[src/rtl/expander_pkg.sv]
// Shared constants for the SPI expander command core: register addresses,
// command-byte layout and command FSM state encoding.
package expander_pkg;

    localparam logic [3:0] ADDR_OUT     = 4'h0;
    localparam logic [3:0] ADDR_MODE    = 4'h1;
    localparam logic [3:0] ADDR_DUTY    = 4'h2;
    localparam logic [3:0] ADDR_CMDCNT  = 4'h3;
    localparam logic [3:0] ADDR_SCRATCH = 4'h4;

    localparam int RW_BIT    = 7;
    localparam int PWM_CNT_W = 8;

    typedef enum logic {
        ST_IDLE  = 1'b0,
        ST_WDATA = 1'b1
    } state_e;

endpackage

[src/rtl/expander_core_pwm_gen.sv]
// PWM generator: prescaler divides clk by PWM_DIV, each wrap advances an
// 8-bit ramp which is compared against the duty value.
module pwm_gen
    import expander_pkg::*;
#(
    parameter int PWM_DIV = 4
) (
    input  logic                 clk,
    input  logic                 rst,
    input  logic [PWM_CNT_W-1:0] duty,
    output logic                 pwm_bit
);

    localparam int PRE_W = (PWM_DIV > 1) ? $clog2(PWM_DIV) : 1;
    localparam logic [PRE_W-1:0] PRE_MAX = PRE_W'(PWM_DIV - 1);

    logic [PRE_W-1:0]     pre_q;
    logic [PRE_W-1:0]     pre_d;
    logic [PWM_CNT_W-1:0] cnt_q;
    logic [PWM_CNT_W-1:0] cnt_d;

    // Next-state for prescaler and ramp counter
    always_comb begin
        pre_d = pre_q;
        cnt_d = cnt_q;
        if (pre_q == PRE_MAX) begin
            pre_d = {PRE_W{1'b0}};
            cnt_d = cnt_q + {{(PWM_CNT_W-1){1'b0}}, 1'b1};
        end else begin
            pre_d = pre_q + {{(PRE_W-1){1'b0}}, 1'b1};
        end
    end

    // Prescaler and ramp counter state
    always_ff @(posedge clk) begin
        if (rst) begin
            pre_q <= {PRE_W{1'b0}};
            cnt_q <= {PWM_CNT_W{1'b0}};
        end else begin
            pre_q <= pre_d;
            cnt_q <= cnt_d;
        end
    end

    assign pwm_bit = (cnt_q < duty);

endmodule

[src/rtl/expander_core.sv]
// Command decoder and register file of the SPI I/O expander: parses write
// (two-byte) and read (one-byte) commands and drives the static/PWM pins.
module expander_core
    import expander_pkg::*;
#(
    parameter int PWM_DIV = 4
) (
    input  logic       clk,
    input  logic       rst,
    input  logic       ss,
    input  logic       data_rdy,
    input  logic [7:0] data_in,
    output logic [7:0] data_out,
    output logic       data_latch,
    output logic [7:0] out
);

    state_e     state_q;
    logic [3:0] addr_q;
    logic [7:0] out_reg_q;
    logic [7:0] mode_q;
    logic [7:0] duty_q;
    logic [7:0] cmdcnt_q;
    logic [7:0] scratch_q;
    logic [7:0] data_out_q;
    logic       latch_q;
    logic [7:0] pins_q;
    logic       ss_meta_q;
    logic       ss_sync_q;

    logic       pwm_bit_s;
    logic [7:0] rd_data_s;
    logic [7:0] pins_d;

    function automatic logic [7:0] read_reg(
        input logic [3:0] a,
        input logic [7:0] o,
        input logic [7:0] m,
        input logic [7:0] d,
        input logic [7:0] c,
        input logic [7:0] s
    );
        logic [7:0] r;
        case (a)
            ADDR_OUT:     r = o;
            ADDR_MODE:    r = m;
            ADDR_DUTY:    r = d;
            ADDR_CMDCNT:  r = c;
            ADDR_SCRATCH: r = s;
            default:      r = 8'h00;
        endcase
        return r;
    endfunction

    pwm_gen #(
        .PWM_DIV (PWM_DIV)
    ) u_pwm (
        .clk     (clk),
        .rst     (rst),
        .duty    (duty_q),
        .pwm_bit (pwm_bit_s)
    );

    // Read mux and per-pin static/PWM select
    always_comb begin
        rd_data_s = read_reg(data_in[3:0], out_reg_q, mode_q, duty_q, cmdcnt_q, scratch_q);
        pins_d    = (mode_q & {8{pwm_bit_s}}) | (~mode_q & out_reg_q);
    end

    // Command FSM, register file, ss synchronizer and registered outputs
    always_ff @(posedge clk) begin
        if (rst) begin
            state_q    <= ST_IDLE;
            addr_q     <= 4'h0;
            out_reg_q  <= 8'h00;
            mode_q     <= 8'h00;
            duty_q     <= 8'h00;
            cmdcnt_q   <= 8'h00;
            scratch_q  <= 8'h00;
            data_out_q <= 8'h00;
            latch_q    <= 1'b0;
            pins_q     <= 8'h00;
            ss_meta_q  <= 1'b1;
            ss_sync_q  <= 1'b1;
        end else begin
            ss_meta_q <= ss;
            ss_sync_q <= ss_meta_q;
            pins_q    <= pins_d;
            latch_q   <= 1'b0;
            case (state_q)
                ST_IDLE: begin
                    if (data_rdy) begin
                        if (data_in[RW_BIT]) begin
                            data_out_q <= rd_data_s;
                            latch_q    <= 1'b1;
                            cmdcnt_q   <= cmdcnt_q + 8'd1;
                        end else begin
                            addr_q  <= data_in[3:0];
                            state_q <= ST_WDATA;
                        end
                    end
                end
                ST_WDATA: begin
                    // A byte arriving in the abort cycle wins over the abort
                    if (data_rdy) begin
                        case (addr_q)
                            ADDR_OUT:     out_reg_q <= data_in;
                            ADDR_MODE:    mode_q    <= data_in;
                            ADDR_DUTY:    duty_q    <= data_in;
                            ADDR_SCRATCH: scratch_q <= data_in;
                            default:      ;
                        endcase
                        cmdcnt_q <= cmdcnt_q + 8'd1;
                        state_q  <= ST_IDLE;
                    end else if (ss_sync_q) begin
                        state_q <= ST_IDLE;
                    end
                end
                default: state_q <= ST_IDLE;
            endcase
        end
    end

    assign data_out   = data_out_q;
    assign data_latch = latch_q;
    assign out        = pins_q;

endmodule

[config.mk]
export PLATFORM = sky130hd
export DESIGN_NAME = expander_core
export DESIGN_NICKNAME = d
export VERILOG_FILES = /design/src/rtl/expander_pkg.sv /design/src/rtl/expander_core_pwm_gen.sv /design/src/rtl/expander_core.sv
export SDC_FILE = /design/constraint.sdc
export NUM_CORES = 1
export LEC_CHECK = 0
export ABC_AREA = 1
export CAP_MARGIN = 25
export CORE_MARGIN = 1
export CORE_UTILIZATION = 50
export CTS_CLUSTER_DIAMETER = 40
export DETAILED_ROUTE_END_ITERATION = 8
export DONT_BUFFER_PORTS = 1
export GPL_ROUTABILITY_DRIVEN = 1
export PLACE_DENSITY_LB_ADDON = 0.15
export SKIP_CTS_REPAIR_TIMING = 1
export SLEW_MARGIN = 20
export SYNTH_ARGS = -nofsm -noshare
export SYNTH_HDL_FRONTEND = slang
export SYNTH_HIERARCHICAL = 1
export SYNTH_SLANG_ARGS = --single-unit
export TNS_END_PERCENT = 30
[constraint.sdc]
create_clock -name clk -period 1.6 [get_ports clk]
set_clock_uncertainty 0.05 [all_clocks]
set_input_delay 0.16 -clock clk [delete_from_list [all_inputs] [get_ports clk]]
set_output_delay 0.16 -clock clk [all_outputs]
set_load 0.01 [all_outputs]
; ---- Word level (Yosys, flattened, before mapping)
; Index checks and enable logic that the tools add are counted.
; W data, S select, Z words.
[word_totals]
regBits = 74
elab_cells = 58
in_bits = 12
output_inout_bits = 17
[classes]
bitwise_logic = 7
order_cmp = 1
eq_ne = 11
addsub = 3
n_reduce_logical = 11
n_mux = 11
[ops]
columns = operator, count
row1 = $pmux W8 S5, 1
row2 = $mux W8, 3
row3 = $reduce_and A3 Y1, 7
row4 = $add A8 B1 Y8 const B, 2
row5 = $and A8 B8 Y8, 2
row6 = $pmux W8 S2, 1
row7 = $eq A4 B2 Y1 const B, 3
row8 = $eq A4 B1 Y1 const B, 2
row9 = $eq A4 B3 Y1 const B, 2
row10 = $logic_not A4 Y1, 2
row11 = $lt A8 B8 Y1, 1
row12 = $not A8 Y8, 1
row13 = $or A8 B8 Y8, 1
row14 = $ne A2 B2 Y1 const B, 3
row15 = $mux W1, 5
row16 = $not A1 Y1, 3
row17 = $reduce_or A3 Y1, 1
row18 = $add A2 B1 Y2 const B, 1
row19 = $eq A2 B2 Y1 const B, 1
row20 = $pmux W1 S2, 1
row21 = $reduce_or A2 Y1, 1

; ---- Depth between registers and ports, before layout
; Gate-level depths: netlist of run 1.
[depth]
word_depth = 4
ltp_mapped = 9
mapped_depth_nobuf = 9

; ---- Hierarchy
; Netlist of run 1, hierarchy kept.
[modules_own_cells]
columns = module, seq_area_each_um2, n_inst, cells_each, area_per_inst_um2
row1 = expander_core, 1281.2, 1, 345, 2808.9
row2 = pwm_gen, 200.2, 1, 84, 624.3

; ---- Worst setup path before layout of run 1
; OpenSTA, ideal clock, no wires.
[synth_path]
path_type = flip-flop to flip-flop
start = register duty_q[7]
end = register pins_q[0] (netlist: out[0])
required_time_ns = 1.480
stages_incl_launch_ff = 8
setup_ns = 0.070
arrival_ns = 1.375
path_buffers = 0
period_less_slack_ns = 1.495
setup_slack_ns = 0.105
cell_sequence = dfxtp_1 -> inv_1 -> ha_1 -> a21oi_1 -> o21ai_0 -> a21oi_1 -> o21ai_0 -> a21oi_1
[synth_via]
elab_chain_cells = 3
[synth_lines]
columns = item, line
row1 = "start, declared", expander_core.sv:22  ; logic [7:0] duty_q;
row2 = "start signal, assigned", expander_core.sv:109  ; ADDR_DUTY: duty_q <= data_in;
row3 = $lt A8 B8 Y1, expander_core_pwm_gen.sv:45  ; assign pwm_bit = (cnt_q < duty);
row4 = via pwm_bit_s, expander_core.sv:31  ; logic pwm_bit_s;
row5 = $and A8 B8 Y8, expander_core.sv:67  ; pins_d = (mode_q & {8{pwm_bit_s}}) | (~mode_q & out_reg_q);
row6 = $or A8 B8 Y8, expander_core.sv:67
row7 = "end signal, assigned", expander_core.sv:88  ; pins_q <= pins_d;
row8 = "end, declared", expander_core.sv:27  ; logic [7:0] pins_q;
; The timed path passes the listed nets, and every way through them passes these cells.
; A chain may end at the register's enable or synchronous reset.

; ---- Worst setup path after layout of run 1
[layout_path]
start = register addr_q[2]
end = register duty_q[3]
[layout_via]
elab_chain_cells = 2
[layout_lines]
columns = item, line
row1 = "start, declared", expander_core.sv:19  ; logic [3:0] addr_q;
row2 = "start signal, assigned", expander_core.sv:98  ; addr_q <= data_in[3:0];
row3 = $eq A4 B2 Y1, expander_core.sv:106  ; case (addr_q)
row4 = $reduce_and A3 Y1 (no line), n/a
; No other way between the ends.

==> flow_summary_export.csv, run 1 <==
group,metric,value,unit
timing,timing.slew.headroom,0.523,
setup_path,slowest_stage,"dfxtp_1",
detailed_routing,drt_iter0_markers,199,
yosys,synth.top_cells.by_area,"dfxtp_1 43%, a21oi_1 8.7%, o21ai_0 6.9%",
placed_design,place_hpwl,5.42,mm
yosys,yosys.area.top_type_share,0.431,
setup_path,critPathArrivalTime,1710,ps
cts,clock-root-buffer,"clkbuf_8",
placed_design,place_congestion,0.804,
yosys,synth_cell_types,37,
die,rows,29,
timing,fin_crit,1530,ps
yosys,ys_ff_latch,74,
detailed_routing,vias,2826,
setup_path,critical_path.max_stage_delay,350,ps
cts,cts_inserted_buffers,9,
die,dieArea,7200,um^2
die,die_h,84.9,um
timing,hold_violations,12,
global_route,grt_pass1_vias,2596,
yosys,yosysWarnings,6,
detailed_routing,wirelength,7.84,mm
setup_path,worstSetupPathType,"reg2reg",
timing,fmax,655,MHz
die,start_util,0.529,
detailed_routing,viasPerCell,5.39,
cts,cts_tree,"done",
die,core_area,6490,um^2
timing,fin_crit_sh,0.954,
global_route,grt_max_degree,33,
die,io_pins,29,
placed_design,portBuffers,0,
yosys,ys_async_sr_fraction,0,
cts,cts_buffer_depth,2,
power_and_ir_drop,power_density,988,nW/um^2
outcome,violations,"design-rule violations, negative hold slack",
hold_path,hp-class,"in2reg",
yosys,synth-edff-count,0,
finish,drive_gt1_frac,0.150,
finish,syn2layout_area_growth,13.0,%
cts,clkTransAtPathRegs,80,ps
outcome,status,"finished, violations left",
setup_path,r2r_slack,70,ps
yosys,seq_area_frac_synth,0.431,
yosys,syn_avg_cell_area,8.00,um^2
die,die_x,84.9,um
finish,final_common_cell,"dfxtp_1",
detailed_routing,route.detailed.drc,1,
cts,htree_num_levels,3,
timing,worst_hold_slack,-46.0,ps
finish,diodes,0,
setup_path,cp_cell_sequence,"nor2_2, nand4_4, o21ai_0, a21oi_1",
power_and_ir_drop,p_total,3840,uW
timing,drv_slew,0,
setup_path,cp.required,1780,ps
cts,clk_latency,350,ps
timing,setup_viol,0,
setup_path,worstPathMaxFanout,16,
global_route,grtUsageTotal,0.225,
finish,final_cell_mix,"68 x dfxtp_1, 57 x a21oi_1, 48 x inv_1",
power_and_ir_drop,power_leakage,0.00146,uW
detailed_routing,ant_nets,0,
cts,numClockSinks,74,
flow_run,drv_cap,0,
yosys,synth_fp_nets,451,
yosys,synth_top_cell_by_area,"dfxtp_1",
global_route,grt_overflow_total,0,
setup_path,crit_path_end_kind,"register",
detailed_routing,drt_pass1_iterations,6,
yosys,syn_inst,429,
detailed_routing,routedWlPerCell,15.0,um
finish,layout.nets,465,
global_route,antenna_found_initial,0,
yosys,netlist_area,3430,um^2
setup_path,worstSetupStartpointType,"register",
yosys,ys.flop_type,"dfxtp_1",
timing,worstMarginPinSlew,713,ps
power_and_ir_drop,vdd_drop_max,0.000512,V
global_route,grt_pass1_wl,12.5,mm
[per-stage QoR]
stage / TNS [ps] / instance area (um^2) / std cells / util / worst slack, ps
floorplan: 0 / 3430 / 429 / - / 105
global placement: 0 / 3460 / 496 / 0.533 / 67.7
detailed placement: -33.1 / 3460 / 496 / 0.533 / -17.9
CTS: -193 / 3690 / 511 / 0.568 / -39.0
global route: -35.6 / 3880 / 524 / 0.597 / -10.5
finish: 0 / 3880 / 524 / 0.597 / 73.9
[cells by family after synthesis]
kind of cell,after synthesis,share of synthesized area
adder cells (fa/ha/maj),10,0.0364
AO/OA/AOI/OAI,122,0.185
AND/OR/NAND/NOR,147,0.240
XOR/XNOR,3,0.00765
flip-flops,74,0.431
buffers and inverters,73,0.0999
[Yosys cell counts, types with 5 or more instances]
library cell  instances
a21oi_1              60
buf_6                 7
clkbuf_1              5
dfxtp_1              74
ha_1                 10
inv_1                48
nand2_1              36
nand3_1              43
nand4_1               9
nor2_1               31
nor2_4                7
o21ai_0              47
o21ai_1               6
[layout make-up]
cell class,count,area [um^2]
Sequential cell,74,1490
Clock buffer,11,151
Timing Repair Buffer,21,194
Inverter,55,213
Clock inverter,4,75.1
Tap cell,77,96.3
Multi-Input combinational cell,282,1660
Fill cell,601,2620
[final timing paths]
check / from / end / depth (start not counted)
worst max-delay path: addr_q[2]$_SDFFE_PP0P_ / duty_q[3]$_SDFFE_PP0P_ / 4
worst max register to register: addr_q[2]$_SDFFE_PP0P_ / duty_q[3]$_SDFFE_PP0P_ / 4
worst min register to register: ss_meta_q$_SDFF_PP1_ / ss_sync_q$_SDFF_PP1_ / 1
worst min-delay path: data_in[4] / duty_q[4]$_SDFFE_PP0P_ / 2
[layer usage]
metal | global-route usage | wire (um) | part of all wire | vias to the layer above
met2 | 0.375 | 3750 | 0.48 | 46
met4 | 0.109 | 204 | 0.026 | 0
li1 | - | - | - | 1467
met5 | 0 | 0 | 0 | -
met1 | 0.287 | 3640 | 0.46 | 1296
met3 | 0.0340 | 239 | 0.031 | 17
[flip-flops by register name (all words and copies together) (netlist names), 2 cells and up]
register and flops:
duty_q 8, u_pwm/pre_q 2, addr_q 4, data_out 8
mode_q 8, cmdcnt_q 8, out_reg_q 8, u_pwm/cnt_q 8
out 8, scratch_q 8
[worst max-delay path: cells and delay by family (launching register included)]
| family | cells | cell delay (ps) |
|---|---|---|
| AOI/OAI and AO/OA | 2 | 400 |
| DFF | 1 | 350 |
| and+or+nand+nor | 2 | 610 |
[power breakdown]
part | switching, uW | internal (uW) | total (uW)
sequential | 33.5 | 1880 | 1910
clock | 693 | 954 | 1650
combinational | 174 | 99.3 | 273
total | 901 | 2930 | 3840
No activity file was read; power rests on OpenSTA's default activity.
==> run 2, diff against run 1 <==
--- a/config.mk
+++ b/config.mk
@@ -13,6 +13,7 @@
 export DETAILED_ROUTE_END_ITERATION = 8
 export DONT_BUFFER_PORTS = 1
 export GPL_ROUTABILITY_DRIVEN = 1
+export GPL_TIMING_DRIVEN = 0
 export PLACE_DENSITY_LB_ADDON = 0.15
 export SKIP_CTS_REPAIR_TIMING = 1
 export SLEW_MARGIN = 20
==> run 2 against run 1 <==
  * The run still ends with design-rule violations, negative hold slack left
  * Global-route usage increased by 1.2 points
  * Count of clock-buffer cells in the layout shrank 1
  * Setup slack got worse by 9.8 ps
  * Sequential share of layout area decreased by 1.4 points
  * Combinational power rose by 15%
  * Critical endpoint is now out[2]$_SDFF_PP0_
  * Largest cell class unchanged
  * Largest power group unchanged
==> flow_summary_export.csv, run 2 (synthesis gave the netlist of run 1 again) <==
group,metric,value,unit
outcome,status,"finished, violations left",
outcome,violations,"design-rule violations, negative hold slack",
detailed_routing,ant_nets,0,
finish,post-route-util,0.624,
power_and_ir_drop,vdd_drop_max,0.000787,V
global_route,grt_max_degree,13,
power_and_ir_drop,power_density,903,nW/um^2
detailed_routing,drt_iter0_markers,168,
setup_path,startpoint,"duty_q[7]$_SDFFE_PP0P_",
cts,cts_buffer_depth,2,
placed_design,place_congestion,0.870,
die,die_x,84.9,um
finish,diodes,0,
setup_path,crit_path_end_kind,"register",
setup_path,critPathArrivalTime,1750,ps
setup_path,worstSetupPathType,"reg2reg",
detailed_routing,drt_pass1_iterations,7,
detailed_routing,viasPerCell,5.48,
setup_path,worstSetupStartpointType,"register",
timing,timing.slew.headroom,0.698,
finish,drive_gt1_frac,0.200,
cts,cts_inserted_buffers,9,
setup_path,rr_startpoint,"duty_q[7]$_SDFFE_PP0P_",
detailed_routing,route.detailed.drc,1,
setup_path,ff2ff_path_depth,7,
setup_path,worstReg2RegEnd,"out[2]$_SDFF_PP0_",
cts,clock-root-buffer,"clkbuf_8",
die,dieArea,7200,um^2
die,start_util,0.529,
timing,fin_ws,64.1,ps
die,core_area,6490,um^2
global_route,grt_overflow_total,0,
timing,fin_crit,1540,ps
global_route,grtUsageTotal,0.237,
die,die_h,84.9,um
placed_design,dp_slack,-380,ps
timing,drv_slew,0,
finish,final_cell_mix,"65 x dfxtp_1, 56 x a21oi_1, 46 x inv_1",
timing,rsz0062_at_grt,"yes",
die,rows,29,
timing,setup_viol,0,
global_route,grt_pass1_wl,13.1,mm
timing,worst_hold_slack,-37.0,ps
setup_path,r2r_slack,60,ps
cts,numClockSinks,74,
flow_run,drv_cap,0,
power_and_ir_drop,power_leakage,0.00153,uW
cts,clkTransAtPathRegs,80,ps
detailed_routing,vias,2975,
setup_path,crit_path_end,"out[2]$_SDFF_PP0_",
timing,fmax,651,MHz
placed_design,portBuffers,0,
timing,hold_violations,5,
die,io_pins,29,
cts,htree_num_levels,3,
finish,layout.nets,484,
power_and_ir_drop,p_total,3660,uW
setup_path,cp.required,1820,ps
global_route,grt_pass1_vias,2677,
timing,worstMarginPinSlew,452,ps
placed_design,place_hpwl,6.04,mm
finish,syn2layout_area_growth,18.1,%
timing,fin_crit_sh,0.960,
setup_path,worstPathMaxFanout,8,
detailed_routing,routedWlPerCell,15.7,um
cts,cts_tree,"done",
hold_path,hp-class,"in2reg",
global_route,antenna_found_initial,0,
finish,final_common_cell,"dfxtp_1",
detailed_routing,wirelength,8.54,mm
cts,clk_latency,340,ps
-- run 2: cell count changes in the layout (fill, tap and decap cells not counted), moves of 3 or more --
| cell | change |
|---|---|
| buf_2 | +3 |
| buf_6 | +6 |
| clkbuf_1 | +5 |
| dfxtp_1 | -3 |
| dfxtp_4 | +3 |
| dlygate4sd3_1 | +3 |
| nand2_1 | -6 |
| nand2_2 | +6 |
| o21ai_0 | -5 |
| o21ai_1 | +4 |
-- run 2: where the power goes --
part           switching, uW  internal (uW)  total, uW
sequential              35.6           1880       1910
clock                    688            749       1440
combinational            191            122        313
total                    915           2750       3660
-- run 2: area by class of cell --
cell class                      instances  area (um^2)
Fill cell                             585         2440
Timing Repair Buffer                   22          205
Clock inverter                          5         55.1
Buffer                                 18          130
Sequential cell                        74         1500
Tap cell                               77         96.3
Inverter                               55          213
Clock buffer                           10          138
Multi-Input combinational cell        282         1720
-- run 2: through the flow --
step | instance area, um^2 | cells | setup TNS (ps) | hold slack (ps)
2_1_floorplan | 3430 | 429 | 0 | 181
3_3_place_gp | 3530 | 506 | -2350 | 183
3_5_place_dp | 3530 | 506 | -2810 | 186
4_1_cts | 3720 | 521 | -2930 | -188
5_1_grt | 4050 | 543 | -111 | 2.09
6_report | 4050 | 543 | 0 | -37.0
-- run 2: critical path: stages (launching register included) --
cell and delay, ps:
dfxtp_2 340, inv_1 70, ha_4 250, a21oi_2 130, o21ai_2 80, a21oi_4 270
o21ai_1 90, a21oi_1 160
-- run 2: worst min-delay path by stage --
stage / endpoint / depth (start not counted) / from
after floorplan: u_pwm/pre_q[0]$_SDFF_PP0_ / 1 / rst
after global routing: out_reg_q[5]$_SDFFE_PP0P_ / 2 / data_in[5]
after detailed placement: u_pwm/cnt_q[4]$_SDFFE_PP0P_ / 1 / rst
after CTS: u_pwm/pre_q[0]$_SDFF_PP0_ / 1 / rst
after global placement: u_pwm/pre_q[0]$_SDFF_PP0_ / 1 / rst
final: out_reg_q[5]$_SDFFE_PP0P_ / 2 / data_in[5]
-- run 2: metal layers --
layer  wire length (um)  global-route usage  vias to the layer above
met1               4000               0.311                     1393
li1                   -                   -                     1506
met2               4030               0.387                       67
met5                  0                   0                        -
met3                377              0.0554                        9
met4                132              0.0770                        0
==> run 3, diff against run 2 <==
--- a/config.mk
+++ b/config.mk
@@ -5,7 +5,6 @@
 export SDC_FILE = /design/constraint.sdc
 export NUM_CORES = 1
 export LEC_CHECK = 0
-export ABC_AREA = 1
 export CAP_MARGIN = 25
 export CORE_MARGIN = 1
 export CORE_UTILIZATION = 50
==> run 3 against run 2 <==
  * The flow now finishes without violations
  * Sequential share of layout area increased by 3.0 points
  * Final cell count shrank 17%
  * Critical path depth grew 1
  * Highest routed layer unchanged
  * Synthesized area shrank 4.1%
  * Final area decreased by 8.1%
  * Utilization fell by 3.8 points
  * Worst hold slack improved by 45 ps
  * Count of clock-buffer cells in the layout up 2
  * First-iteration DRC count fell by 21%
  * Power down 4.6%
  * Clock power down 5%
==> flow_summary_export.csv, run 3 <==
group,metric,value,unit
power_and_ir_drop,seq_power_share,0.543,
cts,clock-root-buffer,"clkbuf_8",
timing,fin_ws,68.6,ps
yosys,netlist_area,3290,um^2
cts,cts_buffer_depth,2,
placed_design,portBuffers,0,
timing,drv_slew,0,
detailed_routing,vias,2531,
timing,timing.slew.headroom,0.597,
hold_path,hp-class,"in2reg",
timing,setup_viol,0,
finish,diodes,0,
timing,fmax,653,MHz
setup_path,crit_path_end_kind,"register",
finish,final_cell_mix,"66 x dfxtp_1, 53 x nor2_1, 49 x mux2i_1",
setup_path,worstSetupPathType,"reg2reg",
yosys,yosysWarnings,6,
die,die_x,83.1,um
placed_design,place_hpwl,5.38,mm
placed_design,dp_slack,-220,ps
yosys,synth.top_cells.by_area,"dfxtp_1 45%, mux2i_1 15%, nor2_1 6.0%",
timing,fin_crit_sh,0.957,
cts,clk_latency,350,ps
global_route,grtUsageTotal,0.221,
die,die_h,83.1,um
detailed_routing,routedWlPerCell,16.9,um
timing,worstMarginPinSlew,605,ps
cts,numClockSinks,74,
die,core_area,6350,um^2
power_and_ir_drop,power_density,938,nW/um^2
global_route,grt_pass1_wl,11.8,mm
power_and_ir_drop,p_total,3490,uW
flow_run,drv_cap,0,
die,rows,29,
timing,fin_crit,1530,ps
timing,rsz0062_at_grt,"yes",
global_route,grt_max_degree,13,
die,start_util,0.518,
yosys,seq_area_frac_synth,0.450,
yosys,ys.flop_type,"dfxtp_1",
yosys,synth_cell_types,39,
finish,layout.nets,390,
cts,cts_tree,"done",
placed_design,place_congestion,0.793,
power_and_ir_drop,power_switching,851,uW
power_and_ir_drop,intPower,2640,uW
finish,nFillCells,564,
setup_path,critPathArrivalTime,1710,ps
power_and_ir_drop,vdd_drop_max,0.000639,V
die,dieArea,6910,um^2
detailed_routing,wirelength,7.60,mm
setup_path,cp.required,1780,ps
detailed_routing,viasPerCell,5.62,
yosys,synthTopCellsByCount,"74 x dfxtp_1, 53 x nor2_1, 50 x mux2i_1",
setup_path,critical_path.max_stage_delay,360,ps
outcome,status,"completed",
finish,multiInputGateArea,1730,um^2
power_and_ir_drop,p_clk_frac,0.392,
finish,post-route-util,0.587,
yosys,synth_top_cell_by_area,"dfxtp_1",
yosys,ys_async_sr_fraction,0,
detailed_routing,route.detailed.drc,0,
cts,cts_inserted_buffers,9,
yosys,syn_avg_cell_area,9.33,um^2
finish,drive_gt1_frac,0.166,
cts,htree_num_levels,3,
power_and_ir_drop,swShare,0.244,
timing,hold_violations,0,
power_and_ir_drop,power_leakage,0.00150,uW
detailed_routing,drt_pass1_iterations,4,
yosys,syn_inst,353,
cts,clkTransAtPathRegs,80,ps
global_route,antenna_found_initial,0,
yosys,synth-edff-count,0,
die,io_pins,29,
detailed_routing,drt_iter0_markers,132,
power_and_ir_drop,power_frac_comb,0.065,
timing,setup-tns-final,0,ps
setup_path,slowest_stage,"dfxtp_2",
yosys,yosys.area.top_type_share,0.450,
finish,fin_cells,450,
placed_design,dpl.cell_count,430,
global_route,grt_pass1_vias,2295,
setup_path,r2r_slack,70,ps
setup_path,worstPathMaxFanout,8,
yosys,synth_fp_nets,375,
finish,seqCellArea,1490,um^2
yosys,synth.most_common_cell,"dfxtp_1",
yosys,ys_ff_latch,74,
global_route,grt_overflow_total,0,
setup_path,worstSetupStartpointType,"register",
finish,final_common_cell,"dfxtp_1",
setup_path,cp_cell_sequence,"inv_2, ha_4, a21oi_2, o211ai_1, a21oi_1, buf_4, mux2i_1, nor2_1",
detailed_routing,ant_nets,0,
finish,syn2layout_area_growth,13.2,%
## run 3: worst max-delay path: cells and delay by family, from the launching register on
family          cells  cell delay (ps)
flops               1              360
compound gates      3              280
fa+ha+maj           1              270
buf+inv             2              220
mux                 1              170
simple gates        1               50
## run 3: metrics by stage
step                cell area, um^2  hold WS (ps)
CTS                            3580          -144
global route                   3720          7.68
detailed placement             3390           218
global placement               3390           217
finish                         3720          8.47
floorplan                      3290           214
## run 3: worst paths after layout
check             depth (start not counted)                  endpoint                   start
setup / recovery                          8         out[2]$_SDFF_PP0_  duty_q[4]$_SDFFE_PP0P_
setup reg to reg                          8         out[2]$_SDFF_PP0_  duty_q[4]$_SDFFE_PP0P_
hold / removal                            3  data_out[5]$_SDFFE_PP0P_                     rst
hold reg to reg                           1      ss_sync_q$_SDFF_PP1_    ss_meta_q$_SDFF_PP1_
## run 3: cell type report
cell class | count | area share
plain buffers | 23 | 0.0396
clock inverters | 4 | 0.00672
inverters | 8 | 0.00806
flip-flops and latches | 74 | 0.400
multi-input cells | 248 | 0.464
clock buffers | 12 | 0.0443
repair buffers | 4 | 0.0107
well taps | 77 | 0.0259
## run 3: power groups by stage
stage	clock, uW	combinational (uW)	sequential (uW)
finish	1370	226	1900
detailed placement	0	204	1940
floorplan	0	158	1930
CTS	1400	205	1900
global route	1460	247	1900
global placement	0	202	1940
## run 3: cells by family after synthesis
family,synth area share
and+or+nand+nor,0.192
AOI/OAI and AO/OA,0.0867
xor gates and xnor gates,0.0239
adders and majority gates,0.0380
buffers and inverters,0.0509
DFF,0.450
muxes,0.159
## run 3: metal layers
metal / track usage / part of all wire / vias up / wire length, um
met2: 0.321 / 0.44 / 69 / 3370
li1: - / - / 1257 / -
met3: 0.0606 / 0.051 / 10 / 384
met5: 0 / 0 / - / 0
met4: 0.110 / 0.021 / 0 / 157
met1: 0.302 / 0.48 / 1195 / 3680
